File: src/rtl/otter_io_pkg.sv
// ============================================================================
// otter_io_pkg : shared constants and destination select encoding for the
//                1:4 store/IO steering path.
// Revision     : 1.0
// ============================================================================
`default_nettype none

package otter_io_pkg;

    localparam int DEMUX_PORTS = 4;

    typedef enum logic [1:0] {
        DST_0 = 2'd0,
        DST_1 = 2'd1,
        DST_2 = 2'd2,
        DST_3 = 2'd3
    } dst_e;

endpackage

`default_nettype wire

File: src/rtl/demux_fifo.sv
// ============================================================================
// demux_fifo : single-clock FIFO with occupancy count, registered head word.
// Revision   : 1.0
// ============================================================================
`default_nettype none

module demux_fifo #(
    parameter int WIDTH = 32,
    parameter int DEPTH = 2,
    parameter int CNT_W = $clog2(DEPTH + 1)
) (
    input  logic             CLK,
    input  logic             RST,
    input  logic             push,
    input  logic             pop,
    input  logic [WIDTH-1:0] wr_data,
    output logic             full,
    output logic             empty,
    output logic [CNT_W-1:0] count,
    output logic [WIDTH-1:0] head
);

    localparam int PTR_W = $clog2(DEPTH);

    logic [WIDTH-1:0] mem_q [DEPTH];
    logic [WIDTH-1:0] mem_d [DEPTH];
    logic [PTR_W-1:0] wr_ptr_q, wr_ptr_d;
    logic [PTR_W-1:0] rd_ptr_q, rd_ptr_d;
    logic [CNT_W-1:0] count_q, count_d;
    logic             do_push;
    logic             do_pop;

    assign full  = (count_q == CNT_W'(DEPTH));
    assign empty = (count_q == '0);
    assign count = count_q;
    assign head  = mem_q[rd_ptr_q];

    // Guards make an overflow push or an empty pop a no-op.
    always_comb begin
        do_push  = push && !full;
        do_pop   = pop && !empty;
        mem_d    = mem_q;
        wr_ptr_d = wr_ptr_q;
        rd_ptr_d = rd_ptr_q;
        count_d  = count_q;
        if (do_push) begin
            mem_d[wr_ptr_q] = wr_data;
            wr_ptr_d        = wr_ptr_q + PTR_W'(1);
        end
        if (do_pop) begin
            rd_ptr_d = rd_ptr_q + PTR_W'(1);
        end
        case ({do_push, do_pop})
            2'b10:   count_d = count_q + CNT_W'(1);
            2'b01:   count_d = count_q - CNT_W'(1);
            default: count_d = count_q;
        endcase
    end

    always_ff @(posedge CLK or posedge RST) begin
        if (RST) begin
            for (int i = 0; i < DEPTH; i++) begin
                mem_q[i] <= '0;
            end
            wr_ptr_q <= '0;
            rd_ptr_q <= '0;
            count_q  <= '0;
        end else begin
            mem_q    <= mem_d;
            wr_ptr_q <= wr_ptr_d;
            rd_ptr_q <= rd_ptr_d;
            count_q  <= count_d;
        end
    end

endmodule

`default_nettype wire

File: src/rtl/demux1_4_fifo.sv
// ============================================================================
// demux1_4_fifo : steers one valid/ready stream into four per-destination
//                 FIFOs, each drained by its own valid/ready consumer.
// Revision      : 1.0
// ============================================================================
`default_nettype none

module demux1_4_fifo
    import otter_io_pkg::*;
#(
    parameter int WIDTH = 32,
    parameter int DEPTH = 2,
    parameter int CNT_W = $clog2(DEPTH + 1)
) (
    input  logic                         CLK,
    input  logic                         RST,
    input  logic                         in_valid,
    output logic                         in_ready,
    input  logic [1:0]                   sel,
    input  logic [WIDTH-1:0]             in_data,
    output logic [DEMUX_PORTS-1:0]       out_valid,
    input  logic [DEMUX_PORTS-1:0]       out_ready,
    output logic [DEMUX_PORTS*WIDTH-1:0] out_data,
    output logic [DEMUX_PORTS*CNT_W-1:0] out_count,
    output logic                         idle
);

    logic [DEMUX_PORTS-1:0] push;
    logic [DEMUX_PORTS-1:0] full;
    logic [DEMUX_PORTS-1:0] empty;
    logic [CNT_W-1:0]       count [DEMUX_PORTS];
    logic [WIDTH-1:0]       head  [DEMUX_PORTS];

    // Ready depends only on sel and FIFO state, so a full FIFO never passes through.
    assign in_ready = !full[sel];
    assign idle     = &(~out_valid);

    for (genvar i = 0; i < DEMUX_PORTS; i++) begin : g_port
        assign push[i] = in_valid && in_ready && (dst_e'(sel) == dst_e'(i));

        demux_fifo #(
            .WIDTH (WIDTH),
            .DEPTH (DEPTH),
            .CNT_W (CNT_W)
        ) u_fifo (
            .CLK     (CLK),
            .RST     (RST),
            .push    (push[i]),
            .pop     (out_ready[i]),
            .wr_data (in_data),
            .full    (full[i]),
            .empty   (empty[i]),
            .count   (count[i]),
            .head    (head[i])
        );

        assign out_valid[i]                  = !empty[i];
        assign out_data[i*WIDTH +: WIDTH]    = head[i];
        assign out_count[i*CNT_W +: CNT_W]   = count[i];
    end

endmodule

`default_nettype wire

File: config.mk
export PLATFORM = sky130hd
export DESIGN_NAME = demux1_4_fifo
export DESIGN_NICKNAME = d
export VERILOG_FILES = /design/src/rtl/otter_io_pkg.sv /design/src/rtl/demux_fifo.sv /design/src/rtl/demux1_4_fifo.sv
export SDC_FILE = /design/constraint.sdc
export NUM_CORES = 1
export LEC_CHECK = 0
export ABC_AREA = 1
export CELL_PAD_IN_SITES_DETAIL_PLACEMENT = 1
export CELL_PAD_IN_SITES_GLOBAL_PLACEMENT = 2
export CORE_ASPECT_RATIO = 1.5
export CORE_MARGIN = 8
export CORE_UTILIZATION = 32
export CTS_BUF_LIST = sky130_fd_sc_hd__clkbuf_16
export DETAILED_ROUTE_END_ITERATION = 16
export GPL_TIMING_DRIVEN = 0
export PLACE_DENSITY_LB_ADDON = 0.1
export REMOVE_ABC_BUFFERS = 1
export SETUP_SLACK_MARGIN = 0.1
export SYNTH_ARGS = -nofsm -noshare
export SYNTH_HDL_FRONTEND = slang
export SYNTH_SLANG_ARGS = --single-unit
File: constraint.sdc
create_clock -name CLK -period 14.4 [get_ports CLK]
set_clock_uncertainty 0.05 [all_clocks]
set_input_delay 3.6 -clock CLK [delete_from_list [all_inputs] [get_ports CLK]]
set_output_delay 3.6 -clock CLK [all_outputs]
set_load 0.05 [all_outputs]
==> After elaboration in Yosys (flattened, before gate mapping) <==
Index checks and enable logic that the tools add are counted.
Widths: inputs -> output; s select.
{ "word_totals": {"regBits": 272, "latch_bits": 0, "ram_bits": 0, "mem_bits_ro": 0, "in_bits": 41, "out_inout_bits": 142, "elab_cells": 139, "n_memories": 0} }
{ "classes": {"addsub": 16, "mul": 0, "n_div": 0, "order_cmp": 13, "n_eq_ne": 15, "shift": 0, "n_mux": 30, "bitwise_logic": 9, "reduce_logical": 36} }
{ "op_table": {"columns": ["cell", "count"], "rows": [
  ["$mux 32", 16],
  ["$bwmux 64", 4],
  ["$demux 32 s1", 4],
  ["$eq 2x2->1 const B", 10],
  ["$logic_and 1x1->1", 17],
  ["$ge 2x2->1 const B", 8],
  ["$not 1->2", 8],
  ["$pmux 2 s2", 4],
  ["$eq 2x1->1 const B", 5],
  ["$logic_not 2->1", 5],
  ["$logic_not 1->1", 9],
  ["$add 1x1->1 const B", 8],
  ["$add 2x1->2 const B", 4],
  ["$lt 2x1->1 const B", 4],
  ["$reduce_bool 2->1", 4],
  ["$sub 2x1->2 const B", 4],
  ["$not 4->4", 1],
  ["$reduce_and 4->1", 1],
  ["$lt 2x3->1 const B", 1],
  ["$bmux 1 s2", 1],
  ["$mux 1", 1]
]} }

==> Longest topological paths before layout <==
{ "logic_depth": {"ltp_word": 9, "mapped_depth": 13, "depth_no_buf": 12} }

==> By module <==
From an unflattened synthesis, not the netlist that was laid out.
{ "unflattened": {"hier_cells": 1702, "area_unflattened_um2": 13255.2} }
{ "modules_own_cells": {"columns": ["mod", "n_inst", "cells_each", "area_each_um2", "seq_area_each_um2"], "rows": [
  ["demux_fifo", 4, 419, 3283.1, 1701.6],
  ["demux1_4_fifo", 1, 26, 122.6, 0.0]
]} }

==> Least setup slack after synthesis <==
OpenSTA, ideal clock, no wires.
{ "synth_path": {"path_type": "input -> output", "from": "input port sel[0]", "to": "output port in_ready", "t_arrival_ps": 4353, "t_required_ps": 10750, "slack_ps": 6397, "cell_stages": 5, "n_path_buf": 0, "cell_sequence": "nand2_1 inv_1 nand3_1 nand2_2 nor2_4"} }
{ "synth_between": {"elab_chain_len": 3} }
{ "synth_lines": {"columns": ["element", "line", "source"], "rows": [
  ["start: declaration", "demux1_4_fifo.sv:19", "input logic [1:0] sel,"],
  ["$bmux 1 s2", "demux1_4_fifo.sv:35", "assign in_ready = !full[sel];"],
  ["$mux 1 (not written as such)", "demux1_4_fifo.sv:35", null],
  ["$logic_not 1->1", "demux1_4_fifo.sv:35", null],
  ["end: declaration", "demux1_4_fifo.sv:18", "output logic in_ready,"]
]} }
Every way passes these cells. The select of a mux whose other input is x is not followed.

==> Final worst setup path <==
Same ends and word-level chain as after synthesis.

==> results.md <==
* Status: completed
* Hold path cells at 2
* Longest Clk Path Bufs at 3
* Comb power frac at a little over half
* WL/cell at around 19 um
* Fin. Hold Viols at 0
* Global-route wire length before repair at approximately 66 mm
* WP data arrival at approximately 5900 ps
* # nets final at ~1800
* Number of I/O port buffers at between 150 and 200
* Simple-gate area share of the yosys netlist at 38.00%
* Fmax at 105.3 MHz
* Post-Synth XOR/XNOR Area at 0.8214%
* Dominant cell type by area after synthesis: dfrtp_1
* Die Ht at ~260 um
* Relative slew margins at a little under an eighth
* Count leader, synth: nand2_1
* Post-synthesis mux area share at 0%
* CTS tree: yes
* Hold Crit Start: g_port[1].u_fifo.mem_q[29]$_DFFE_PP0P_
* CTS Sinks at roughly 270
* Worst slew pin tran at 1321 ps
* Routed wire length at 42.16 mm
* DIE AREA at roughly 47000 sq um
* Core Region at between 30000 and 40000 sq um
* Io pins at ~180
* Power Dens Cells at roughly 300 nW/um^2
* DRC errors left at 0
* Reg2Reg Setup Slack at 11140 ps
* All-Layer GR Usage at between 10% and 20%
* Total power at roughly 4600 uW
* Reg2reg path depth at 2
* Avg Inst Size Synth at 7.704 sq um
* CTS hold repair buffers at 0
* Final worst path period share at ~66%
* Synth warnings at 0
* Post-synthesis compound-gate area fraction at 0.3129%
* Adder-cell area share of the yosys netlist at less than 1%
* Initial DRC count at between 500 and 600
* Hold endpoint: g_port[1].u_fifo.mem_q[29]$_DFFE_PP0P_
* Clock share of power at ~17%
* R2r startpoint: g_port[2].u_fifo.rd_ptr_q$_DFFE_PP0P_
* # H-tree levels at 1
* Fin util at 39.40%
* Diodes inserted at 0
* Main synth FF type: dfrtp_1
* # setup viols final at 0
* Vias per std cell at 4.688
* Library cells used by synthesis at 23
* Switching Power at approximately 2300 uW
* Register share of total power at 31.1%
* Number of buffers created by CTS at 29
* Int Power at 2328 uW
* Clock Root Buffer: clkbuf_16
* Largest family of logic cells by synthesized area: simple AND/OR/NAND/NOR gates
* Vias at 10680
* Remaining Overflow, GRT at 0
* Initial Util at 32.46%
* Post-synthesis sequential area ratio at a little over half
* Min cycle time layout at approximately 9500 ps
* Switching Share at roughly 50%
* Clock Latency Late Sink at ~560 ps
* Post-synth EDFFs at 0
* Number of global-route vias before repair at about 11000
* Area contributors post-synth: dfrtp_1, nand2_1, nand3_1, buf_6, buf_2
* Synth Cell Area at between 10000 and 15000 sq um
* Post-CTS resize count at 0
* Yosys top cell area share at 53.19%
* CP endpoint kind: primary output
* Worst path required time at 10750 ps
* Initial antenna violation count at 0
* Setup Fix Bufs, Post-CTS at 0
* Largest net degree at the start of global routing at approximately 110
* Synth Instances at between 1500 and 2000
* Critical path peak fanout at 6
* Rows at 89
* CP Launch Type: input pin
* Hpwl dp at approximately 26 mm
* Drt first pass iters at 4
* Slew Limit Fails at 0
* Fraction of layout cells with a size suffix above 1 at 4.389%
* RSZ-0062 raised after global routing: no
* Routability cong. at approximately 0.7
* Reg-to-reg endpoint: g_port[2].u_fifo.rd_ptr_q$_DFFE_PP0P_
* Max VDD drop at around 150 uV
* Die width at approximately 180 um
* Hold Path Class: reg2reg
* Synth top cells by count: nand2_1, dfrtp_1, nand3_1
* Synth Register Bits at 272
* Worst setup path class: in2out
* Clk slew on worst S/H paths at 60 ps
* Final ANT Viol Nets at 0
* Max-cap viol count at 0
* Leak at about 0.0082 uW
* Asr flop ratio synth at 100.0%
* Area Growth Syn to Fin at 21.37%
final cells by class:
class,count,area (sq um)
Clock inverter,25,245.2
Inverter,33,131.4
Timing Repair Buffer,186,1917
Sequential cell,272,6813
Multi-Input combinational cell,1232,5072
Tap cell,500,625.6
Clock buffer,29,725.7
Fill cell,4776,23890
per-stage QoR:
| stage | TNS [ps] | std cells | hold WS, ps | setup slack (ps) | cell area [sq um] |
|---|---|---|---|---|---|
| final | 0 | 2277 | 418.0 | 4905 | 15530 |
| after global routing | 0 | 2277 | 438.7 | 4778 | 15530 |
| after CTS | 0 | 2277 | 423.9 | 4889 | 15530 |
| after detailed placement | 0 | 2223 | 407.9 | 4892 | 14560 |
| after global placement | -281550 | 2219 | 403.2 | -1053 | 14440 |
| after floorplan | 0 | 1537 | 391.7 | 3255 | 11990 |
power by group through the flow:
stage	Clock, uW	Sequential, uW	Combinational, uW
after detailed placement	0	1460	2470
after floorplan	0	1400	1590
after CTS	807	1450	2470
after global routing	834	1510	2610
after global placement	0	1450	2430
final	782	1450	2420
layout by cell type (no fill, tap or decap), types with 5 or more instances in the layout:
cell type        count
nand2_1           1045
dfrtp_1            267
clkdlybuf4s50_1    182
nand3_1            132
clkbuf_16           29
inv_1               28
nor2_1              11
clkinv_1             9
clkinv_2             9
nor2_4               7
xnor2_1              6
xor2_1               6
bufinv_16            5
dfrtp_2              5
worst max-delay path: stages:
cell and delay [ps]:
clkdlybuf4s50_1 540, nand2_1 230, inv_1 150, nand3_1 120
nand2_2 70, nor2_4 240, clkdlybuf4s50_1 880
routing by layer:
layer	up-vias	part of all wire [%]	global-route usage, %
met2	186	50	32.19
met4	0	2.1	4.827
met3	49	3.9	2.040
met1	5217	44	23.32
met5	-	0	0
li1	5223	-	-
cell families after synthesis:
group,count (synthesis)
simple gates,1208
fa+ha+maj,4
buf+inv,157
flops,272
compound gates,8
xor+xnor,12
how the worst max path moves through the flow:
stage / start / end / slack, ps / cells after the start
after CTS: sel[0] / in_ready / 4890 / 7
after floorplan: RST / g_port[0].u_fifo.count[0]$_DFFE_PP0P_ / 3250 / 1
after global routing: sel[0] / in_ready / 4780 / 7
after detailed placement: sel[0] / in_ready / 4890 / 7
final: sel[0] / in_ready / 4900 / 7
after global placement: RST / g_port[3].u_fifo.mem_q[11]$_DFFE_PP0P_ / -1050 / 2
flip-flops by register name (all words and copies together), names as in the netlist:
signal	flops
g_port.u_fifo.wr_ptr_q	4
g_port.u_fifo.mem_q	256
g_port.u_fifo.count	8
g_port.u_fifo.rd_ptr_q	4
Power figures use the tool's default switching activity.
